--- src/rtl/i2c_reg_ctrl.sv ---
// I2C slave write-side register controller: pointer byte after START,
// then auto-incrementing writes into an 8-bit register bank.
module i2c_reg_ctrl #(
  parameter int NUM_REGS = 16,
  parameter int PTR_W    = 4,
  parameter bit WRAP     = 1'b1
) (
  input  logic             clk,
  input  logic             reset,
  input  logic             start_i,
  input  logic             stop_i,
  input  logic [7:0]       data_i,
  input  logic             data_valid_i,
  input  logic [PTR_W-1:0] rd_addr,
  output logic [7:0]       rd_data,
  output logic             wr_strobe,
  output logic [PTR_W-1:0] wr_addr,
  output logic [7:0]       wr_data,
  output logic             busy,
  output logic             err,
  input  logic             err_clr
);

  typedef enum logic [1:0] {
    S_IDLE,
    S_PTR,
    S_DATA,
    S_DROP
  } state_e;

  localparam logic [8:0]       NUM9 = 9'(NUM_REGS);
  localparam logic [PTR_W-1:0] LAST = PTR_W'(NUM_REGS - 1);

  state_e           state_q, state_d;
  logic [PTR_W-1:0] ptr_q, ptr_d;
  logic             dv_q, dv_d;
  logic [7:0]       regs_q [NUM_REGS];
  logic [7:0]       regs_d [NUM_REGS];
  logic             wr_strobe_q, wr_strobe_d;
  logic [PTR_W-1:0] wr_addr_q, wr_addr_d;
  logic [7:0]       wr_data_q, wr_data_d;
  logic             err_q, err_d;
  logic             byte_ev;

  assign dv_d    = data_valid_i;
  assign byte_ev = data_valid_i & ~dv_q;

  always_comb begin
    state_d     = state_q;
    ptr_d       = ptr_q;
    regs_d      = regs_q;
    wr_strobe_d = 1'b0;
    wr_addr_d   = wr_addr_q;
    wr_data_d   = wr_data_q;
    // a new error in the same cycle as err_clr overrides the clear
    err_d       = err_q & ~err_clr;
    if (start_i) begin
      state_d = S_PTR;
    end else if (stop_i) begin
      state_d = S_IDLE;
    end else if (byte_ev) begin
      unique case (state_q)
        S_PTR: begin
          if ({1'b0, data_i} < NUM9) begin
            ptr_d   = data_i[PTR_W-1:0];
            state_d = S_DATA;
          end else begin
            err_d   = 1'b1;
            state_d = S_DROP;
          end
        end
        S_DATA: begin
          regs_d[ptr_q] = data_i;
          wr_strobe_d   = 1'b1;
          wr_addr_d     = ptr_q;
          wr_data_d     = data_i;
          if (ptr_q == LAST) begin
            if (WRAP) ptr_d = '0;
            else      state_d = S_DROP;
          end else begin
            ptr_d = ptr_q + PTR_W'(1);
          end
        end
        S_DROP: err_d = 1'b1;
        default: ;
      endcase
    end
  end

  always_ff @(posedge clk) begin
    if (reset) begin
      state_q     <= S_IDLE;
      ptr_q       <= '0;
      dv_q        <= 1'b0;
      wr_strobe_q <= 1'b0;
      wr_addr_q   <= '0;
      wr_data_q   <= 8'h00;
      err_q       <= 1'b0;
      for (int i = 0; i < NUM_REGS; i++) regs_q[i] <= 8'h00;
    end else begin
      state_q     <= state_d;
      ptr_q       <= ptr_d;
      dv_q        <= dv_d;
      wr_strobe_q <= wr_strobe_d;
      wr_addr_q   <= wr_addr_d;
      wr_data_q   <= wr_data_d;
      err_q       <= err_d;
      regs_q      <= regs_d;
    end
  end

  assign rd_data   = (9'(rd_addr) < NUM9) ? regs_q[rd_addr] : 8'h00;
  assign wr_strobe = wr_strobe_q;
  assign wr_addr   = wr_addr_q;
  assign wr_data   = wr_data_q;
  assign err       = err_q;
  assign busy      = (state_q != S_IDLE);

endmodule

--- config.mk ---
export PLATFORM = sky130hd
export DESIGN_NAME = i2c_reg_ctrl
export DESIGN_NICKNAME = d
export VERILOG_FILES = /design/src/rtl/i2c_reg_ctrl.sv
export SDC_FILE = /design/constraint.sdc
export NUM_CORES = 1
export LEC_CHECK = 0
export BUFFER_PORTS_ARGS = -buffer_cell sky130_fd_sc_hd__buf_2
export CAP_MARGIN = 30
export CORE_MARGIN = 8
export CORE_UTILIZATION = 50
export CTS_BUF_LIST = sky130_fd_sc_hd__clkbuf_8
export DETAILED_ROUTE_END_ITERATION = 16
export PLACE_DENSITY = 0.68
export SLEW_MARGIN = 15
export SYNTH_ARGS = -nofsm -noshare
export SYNTH_HDL_FRONTEND = slang
export SYNTH_SLANG_ARGS = --single-unit
--- constraint.sdc ---
create_clock -name clk -period 2.75 [get_ports clk]
set_input_delay 0.4125 -clock clk [delete_from_list [all_inputs] [get_ports clk]]
set_output_delay 0.4125 -clock clk [all_outputs]
set_load 0.02 [all_outputs]
; ---- After elaboration in Yosys (flattened, before gate mapping)
; Cells that the tools add are included.
[word_totals]
register_bits = 149
inputBits = 18
output_inout_bits = 23
elab_cells = 74
[op_classes]
addsub = 1
order_cmp = 4
n_eq_ne = 5
n_mux = 20
bitwise_logic = 9
reduce_logical = 11
[ops]
columns = operator, n
row1 = bitwise mux 128 bit, 1
row2 = binary-select mux 8 bit (select 4 bit), 1
row3 = demux 8 bit (select 4 bit), 1
row4 = 2-to-1 mux 8 bit, 3
row5 = >= comparator 5 bit (second input constant), 2
row6 = 2-to-1 mux 1 bit, 10
row7 = inverter 4 -> 5 bit, 2
row8 = < comparator 8 x 5 -> 1 bit (second input constant), 1
row9 = 2-to-1 mux 4 bit, 2
row10 = one-hot mux 4 bit (2 select lines), 1
row11 = nonzero test 3 bit, 2
row12 = < comparator 5 x 1 -> 1 bit (second input constant), 1
row13 = inverter 1 bit, 5
row14 = AND reduction 5 bit, 1
row15 = adder 4 x 1 -> 4 bit (second input constant), 1
row16 = == test 2 bit (second input constant), 2
row17 = == test 4 bit (second input constant), 1
row18 = AND reduction 2 bit, 2
row19 = AND reduction 4 bit, 1
row20 = nonzero test 2 bit, 2
row21 = OR reduction 4 bit, 1
row22 = OR reduction 3 bit, 1
row23 = AND 1 bit, 2
row24 = == test 2 x 1 -> 1 bit (second input constant), 1
row25 = other kinds (3), 3

; ---- Logic depth before layout (Yosys ltp)
; Gate-level depths: netlist of the first run.
[logic_depth]
ltp_word = 7
mapped_depth = 6
mapped_depth_nobuf = 5

; ---- Least setup slack after synthesis of the first run
; No wires, ideal clock.
[synth_path]
path_kind = input to output
from = in rd_addr[0]
to = out rd_data[1]
t_arrival_ps = 1794
t_required_ps = 2338
slack_ps = 544
path_stages = 5
n_path_buf = 2
cell_sequence = clkbuf_1 > buf_2 > mux4_2 > a22oi_1 > nand2_1
[synth_via]
elab_chain_len = 4
[synth_lines]
columns = element, line_no
row1 = start: declaration, 14  ; input logic [PTR_W-1:0] rd_addr,
row2 = inverter 4 -> 5 bit (implied by the code), 112  ; assign rd_data = (9'(rd_addr) < NUM9) ? regs_q[rd_addr] : 8'h00;
row3 = binary-select mux 8 bit (select 4 bit), 112
row4 = 2-to-1 mux 8 bit (implied by the code) (2 in series), 112
row5 = end: declaration, 15  ; output logic [7:0] rd_data,
; Every way passes these cells. The select of a mux whose other input is x is not followed.

; ---- Final worst setup path of the first run
[layout_path]
from = in rd_addr[0]
to = out rd_data[2]
; Same word-level chain as after synthesis.

==> results of run 1 <==
## cells by family after synthesis
kind of cell	Yosys count
AND/OR/NAND/NOR	209
multiplexers	160
flip-flops	149
buffers and inverters	59
AO/OA/AOI/OAI	45
adder cells (fa/ha/maj)	4
## registers in the layout, summed over array words and instances (netlist names)
signal	count
dv_q	1
err	1
ptr_q	4
regs_q	128
state_q	2
wr_addr	4
wr_data	8
wr_strobe	1
## where the power goes
group / switching (mW) / leakage, nW / internal (mW)
sequential: 0.00300 / 1.20 / 2.16
clock: 0.758 / 0.196 / 0.817
combinational: 0.132 / 2.37 / 0.0591
total: 0.894 / 3.77 / 3.03
## per-layer routing
layer  wire (um)  vias to the layer above  track usage
li1            -                     2228            -
met1        7230                     2315        0.243
met2        7690                      120        0.307
met3         881                       22       0.0511
met4         286                        0       0.0755
met5           0                        -            0
## cell usage after synthesis, drive strengths merged
master   count  area, um2
nand4       16        235
nand3b       1       7.51
inv          5       18.8
a2111oi      1       8.76
nor3b        1       7.51
nand2b       2       12.5
a22oi       16        120
a21oi       16       80.1
o41ai        1       8.76
nor3         1       5.00
ha           4       50.1
a221oi       1       8.76
nand2       36        138
and2         3       18.8
or2          1       6.26
a31oi        1       6.26
nor2b       10       62.6
o21ai        3       15.0
a21o         1       7.51
buf         14       81.3
a32oi        1       8.76
a32o         1       10.0
dfxtp      149       2980
a211oi       2       15.0
and3         1       6.26
clkbuf      40        151
o31ai        1       7.51
mux2i      128       1280
nor4         2       18.8
mux4        32        721
nor4b        1       23.8
nor2       134        503
## stage by stage
step	cells	worst slack [ns]	power (mW)	utilization
floorplan	626	0.544	2.34	-
global placement	802	0.418	2.40	0.532
detailed placement	802	0.403	2.40	0.532
CTS	830	0.406	3.95	0.559
global route	830	0.336	4.07	0.559
finish	830	0.454	3.93	0.559
## path summary, 6_finish.rpt
kind,from,endpoint,slack (ns),depth (start not counted)
worst min register to register,wr_data[7]$_SDFFE_PP0P_,wr_data[7]$_SDFFE_PP0P_,0.45,2
worst min-delay path,stop_i,state_q[1]$_SDFFE_PP0P_,0.20,2
worst max-delay path,rd_addr[0],rd_data[2],0.45,6
worst max register to register,ptr_q[3]$_SDFFE_PP0P_,regs_q[45]$_SDFFE_PP0P_,0.72,4
## worst reg2reg max path, delay by kind of cell (launching register included)
family	cells	cell delay [ns]
simple gates	3	1.14
mux	1	0.32
flops	1	0.44
## layout make-up
type | count | area, um2
repair buffers | 54 | 345
clock buffers | 19 | 262
fillers | 1135 | 5770
multi-input cells | 418 | 3400
inverters | 5 | 18.8
clock inverters | 9 | 91.3
flip-flops and latches | 149 | 2980
well taps | 176 | 220
==> impl_results.md, run 1 <==
* Status: completed
* WHS at 0.198 ns
* Crit path launch type: input port
* Pin count of the biggest net entering global routing at 103
* WP data arrival at 1.88 ns
* Die height at 131 um
* Post-Synth XOR/XNOR Area at 0
* Clock-pin slew on the worst setup and hold paths at 0.07 ns
* Number of gates resized after cts at 0
* Die X at 131 um
* Post-synthesis cell type count at 39
* Root Buffer: clkbuf_8
* Minimum clock period at 2.30 ns
* Net Count, Synth at 648
* Slew @ Worst Pin at 0.550 ns
* Kind of critical path: input port to output pin
* Commonest non-fill, non-tap cell in the layout: dfxtp_1
* Cts hold-fix bufs at 0
* Starting density of the core at 0.507
* Core Region at 13100 um2
* Peak VDD IR at 307 uV
* Compound-gate portion of the synthesized area at 0.0447
* H-tree level count at 4
* All-Layer GR Usage at 0.192
* CTS buffer count at 17
* Post-Synth Simple-Gate Area at 0.158
* Avg Cell Area, Syn at 10.6 um2
* Cell mode on critical path: buf_2
* Area after DPL at 6960 um2
* Synthesized area at 6630 um2
* Highest clock rate at 436 MHz
* Maxcap violations at 0
* Largest fanout on the critical path at 14
* Drt drc at 0
* Tcrit/Tclk final at 0.835
* Post-Route Setup TNS at 0 ns
* CTS Buffer Depth at 2
* Lkg Pwr at 3.77 nW
* Nets@finish at 667
* CP Capture Type: output pin
* Routed vias at 4685
* Routability cong. at 0.843
* Synthesis-to-finish area growth at 10.4%
* Post-Synth Adder-Cell Area at 0.00755
* Cells after synthesis at 626
* Slew Viols, Final at 0
* Hold WC Path Type: input port to flop
* Die footprint at 17200 um2
* CTS tree: yes
* Drt via density at 5.64
* Fraction of layout instances using a drive strength above 1 at 0.202
* Clk_lat worst skew at 0.45 ns
* Routed Antenna Nets at 0
* CP cell instances: buf_2, buf_12, mux4_2, a22oi_1, nand2_1, buf_2
* Final setup violation count at 0
* Mux cell area share after synthesis at 0.302
* Drt pass-1 iters at 5
* Unrepaired setup endpoints after global routing: false
* Most frequent cells in the layout: 149 x dfxtp_1, 134 x nor2_1, 128 x mux2i_1
* Number of diodes at 0
* Top Family by Delay on Critical Path: buffers and inverters
* Design area at 7320 um2
* Rows at 42
* Io pins at 41
* Seq cells post-synth at 149
* Endpoints failing hold at 0
* HPWL Detailed at 10800 um
* Yosys Warn Count at 0
* Final wirelength at 16100 um
* Vias in the first global route at 4731
* Port-buffer cells at 40
* Required @ worst endpoint at 2.34 ns
* WP buf/inv at 3
* Critical Path Max Stage Delay at 0.51 ns
* Initial antenna violation count at 0
* Post-CTS Repair Setup Buffers at 0
* Post-synthesis sequential area ratio at 0.450
* Wire per inst at 19.4 um
* First-pass GRT wire length at 26100 um
* 1st-iter DRT viols at 361
* Largest family of logic cells by synthesized area: multiplexers
* PD cells at 537 nW/um2
* Slowest-stage cell, CP: mux4_2
* Slew HR at 0.633
* GRT Residual Overflow at 0
* Num Clock Sinks at 149
* Setup Skew at 0.00899 ns
Note: power is estimated with default switching activity, not from simulation.
==> inputs of run 2 (changes only) <==
==> constraint.sdc (replaced) <==
create_clock -name clk -period 2.4 [get_ports clk]
set_input_delay 0.36 -clock clk [delete_from_list [all_inputs] [get_ports clk]]
set_output_delay 0.36 -clock clk [all_outputs]
set_load 0.02 [all_outputs]
==> run 2 against run 1 <==
Clock skew increased by 0.0028 ns. Critical path type unchanged. Non-clock buffer count increased by 3. Clock power increased by 35%. Critical endpoint is now rd_data[5]. Design area increased by 1.6%. First-iteration DRC count increased by 0.55%.
==> impl_results.md, run 2 (synthesis gave the netlist of run 1 again) <==
* CP cell instances: buf_2, buf_12, mux4_2, a22oi_1, nand2_1, buf_2
* Commonest non-fill, non-tap cell in the layout: dfxtp_1
* Hold WC Path Type: input port to flop
* Peak VDD IR at 406 uV (+32%)
* CTS tree: yes
* Final Non-Filler Cells at 837 (+0.84%)
* Cts hold-fix bufs at 0 (unchanged)
* Core Region at 13100 um2 (unchanged)
* Die footprint at 17200 um2 (unchanged)
* Minimum clock period at 2.19 ns
* WP buf/inv at 3 (unchanged)
* # fillers at 1149 (+1.2%)
* Max reg flops at 128 (unchanged)
* Drt pass-1 iters at 5 (unchanged)
* Initial antenna violation count at 0 (unchanged)
* CTS Buffer Depth at 2 (unchanged)
* WP data arrival at 1.83 ns (-0.05 ns)
* 1st-iter DRT viols at 363 (+0.55%)
* First-pass GRT wire length at 25600 um (-2.1%)
* Tcrit/Tclk final at 0.914
* M1 WL at 6740 um (-6.7%)
* Final wirelength at 15300 um (-4.8%)
* DP Worst Slack at 0.170 ns (-0.233 ns)
* Routed vias at 4601 (-1.8%)
* Reg-to-Reg Start: dv_q$_SDFF_PP0_
* Slew HR at 0.635 (+0.00233)
* Most frequent cells in the layout: 149 x dfxtp_1, 134 x nor2_1, 128 x mux2i_1
* Clk_lat worst skew at 0.45 ns (about the same)
* GRT Residual Overflow at 0 (unchanged)
* Final setup violation count at 0 (unchanged)
* Post-CTS Repair Setup Buffers at 0 (unchanged)
* Slew @ Worst Pin at 0.543 ns (-0.00671 ns)
* All-Layer GR Usage at 0.185 (-0.00720)
* Vias in the first global route at 4681 (-1.1%)
* Root Buffer: clkbuf_8
* Hold_sp: stop_i
* Rows at 42 (unchanged)
* PD cells at 651 nW/um2 (+21%)
* Design Power at 4.84 mW (+23%)
* Crit path launch type: input port
* Met2 routed WL at 7280 um (-5.3%)
* R2R Setup Slk at 0.47 ns (-0.25 ns)
* Drt via density at 5.50 (-2.6%)
* Nets@finish at 670 (+0.45%)
* Met3 WL at 988 um (+12%)
* Unrepaired setup endpoints after global routing: false
* # placed instances at 805 (+0.37%)
* Top Family by Delay on Critical Path: buffers and inverters
* Largest fanout on the critical path at 32 (+18)
* Synthesis-to-finish area growth at 12.1%
* Hold Path Stages at 2 (unchanged)
* Num Clock Sinks at 149 (unchanged)
* Slew Viols, Final at 0 (unchanged)
* Starting density of the core at 0.507 (unchanged)
* Number of diodes at 0 (unchanged)
* Wire per inst at 18.3 um (-5.6%)
* Routability cong. at 0.803 (-4.7%)
* Post-Route Setup TNS at 0 ns (unchanged)
* Kind of critical path: input port to output pin
* HPWL Detailed at 10400 um (-3.9%)
* Lkg Pwr at 3.82 nW (+1.3%)
* R2R depth at 5 (+1)
* Cell mode on critical path: buf_2
* Setup Skew at 0.0118 ns (+0.00282 ns)
* Critical Path Max Stage Delay at 0.54 ns (+0.03 ns)
* Highest clock rate at 456 MHz
* Status: completed
* Routed Antenna Nets at 0 (unchanged)
* H-tree level count at 4 (unchanged)
* Reg2reg end: regs_q[81]$_SDFFE_PP0P_
* Port-buffer cells at 40 (unchanged)
* Pin count of the biggest net entering global routing at 51 (-50%)
* Clock-pin slew on the worst setup and hold paths at 0.08 ns (about the same)
* Hold EP: state_q[1]$_SDFFE_PP0P_
* Slowest-stage cell, CP: mux4_2
* CP Capture Type: output pin
* Number of gates resized after cts at 0 (unchanged)
* Endpoints failing hold at 0 (unchanged)
* Final core utilization at 0.568 (+0.00880)
* Maxcap violations at 0 (unchanged)
* Top Metal Used: met4
* Final worst slack at 0.206 ns (-0.248 ns)
* Drt drc at 0 (unchanged)
* CTS buffer count at 17 (unchanged)
* Die height at 131 um (unchanged)
* Required @ worst endpoint at 2.04 ns (-0.30 ns)
* Fraction of layout instances using a drive strength above 1 at 0.210 (+0.00845)
* Register name with the most flops: regs_q
* Die X at 131 um (unchanged)
* Io pins at 41 (unchanged)
run 2: where the power goes:
group	internal, mW	switching, mW	leakage, nW
logic	0.0711	0.151	2.39
registers	2.47	0.00355	1.20
clock network	1.23	0.910	0.232
run 2: layout make-up:
cell class	instances	area, um2	area share
repair buffers	57	368	0.0495
well taps	176	220	0.0296
inverters	5	18.8	0.00253
clock inverters	11	156	0.0210
flip-flops and latches	149	2980	0.401
clock buffers	21	289	0.0389
multi-input cells	418	3400	0.457
run 2: routing by layer:
metal,vias to the layer above,track usage
li1,2232,-
met1,2233,0.238
met2,115,0.292
met3,21,0.0492
met4,0,0.0684
met5,-,0
run 2: per-stage QoR:
step	hold slack (ns)	cell area, um2
after floorplan	0.438	6630
after global placement	0.440	6990
after detailed placement	0.449	6990
after CTS	0.117	7430
after global routing	0.108	7430
final	0.135	7430
run 2: how the worst max path moves through the flow:
| stage | start | endpoint | slack, ns | depth (start not counted) |
|---|---|---|---|---|
| after detailed placement | rd_addr[0] | rd_data[5] | 0.17 | 6 |
| after global placement | rd_addr[0] | rd_data[7] | 0.21 | 6 |
| after global routing | rd_addr[0] | rd_data[1] | 0.11 | 6 |
| after CTS | rd_addr[0] | rd_data[5] | 0.17 | 6 |
| after floorplan | rd_addr[0] | rd_data[1] | 0.30 | 5 |
| final | rd_addr[0] | rd_data[5] | 0.21 | 6 |
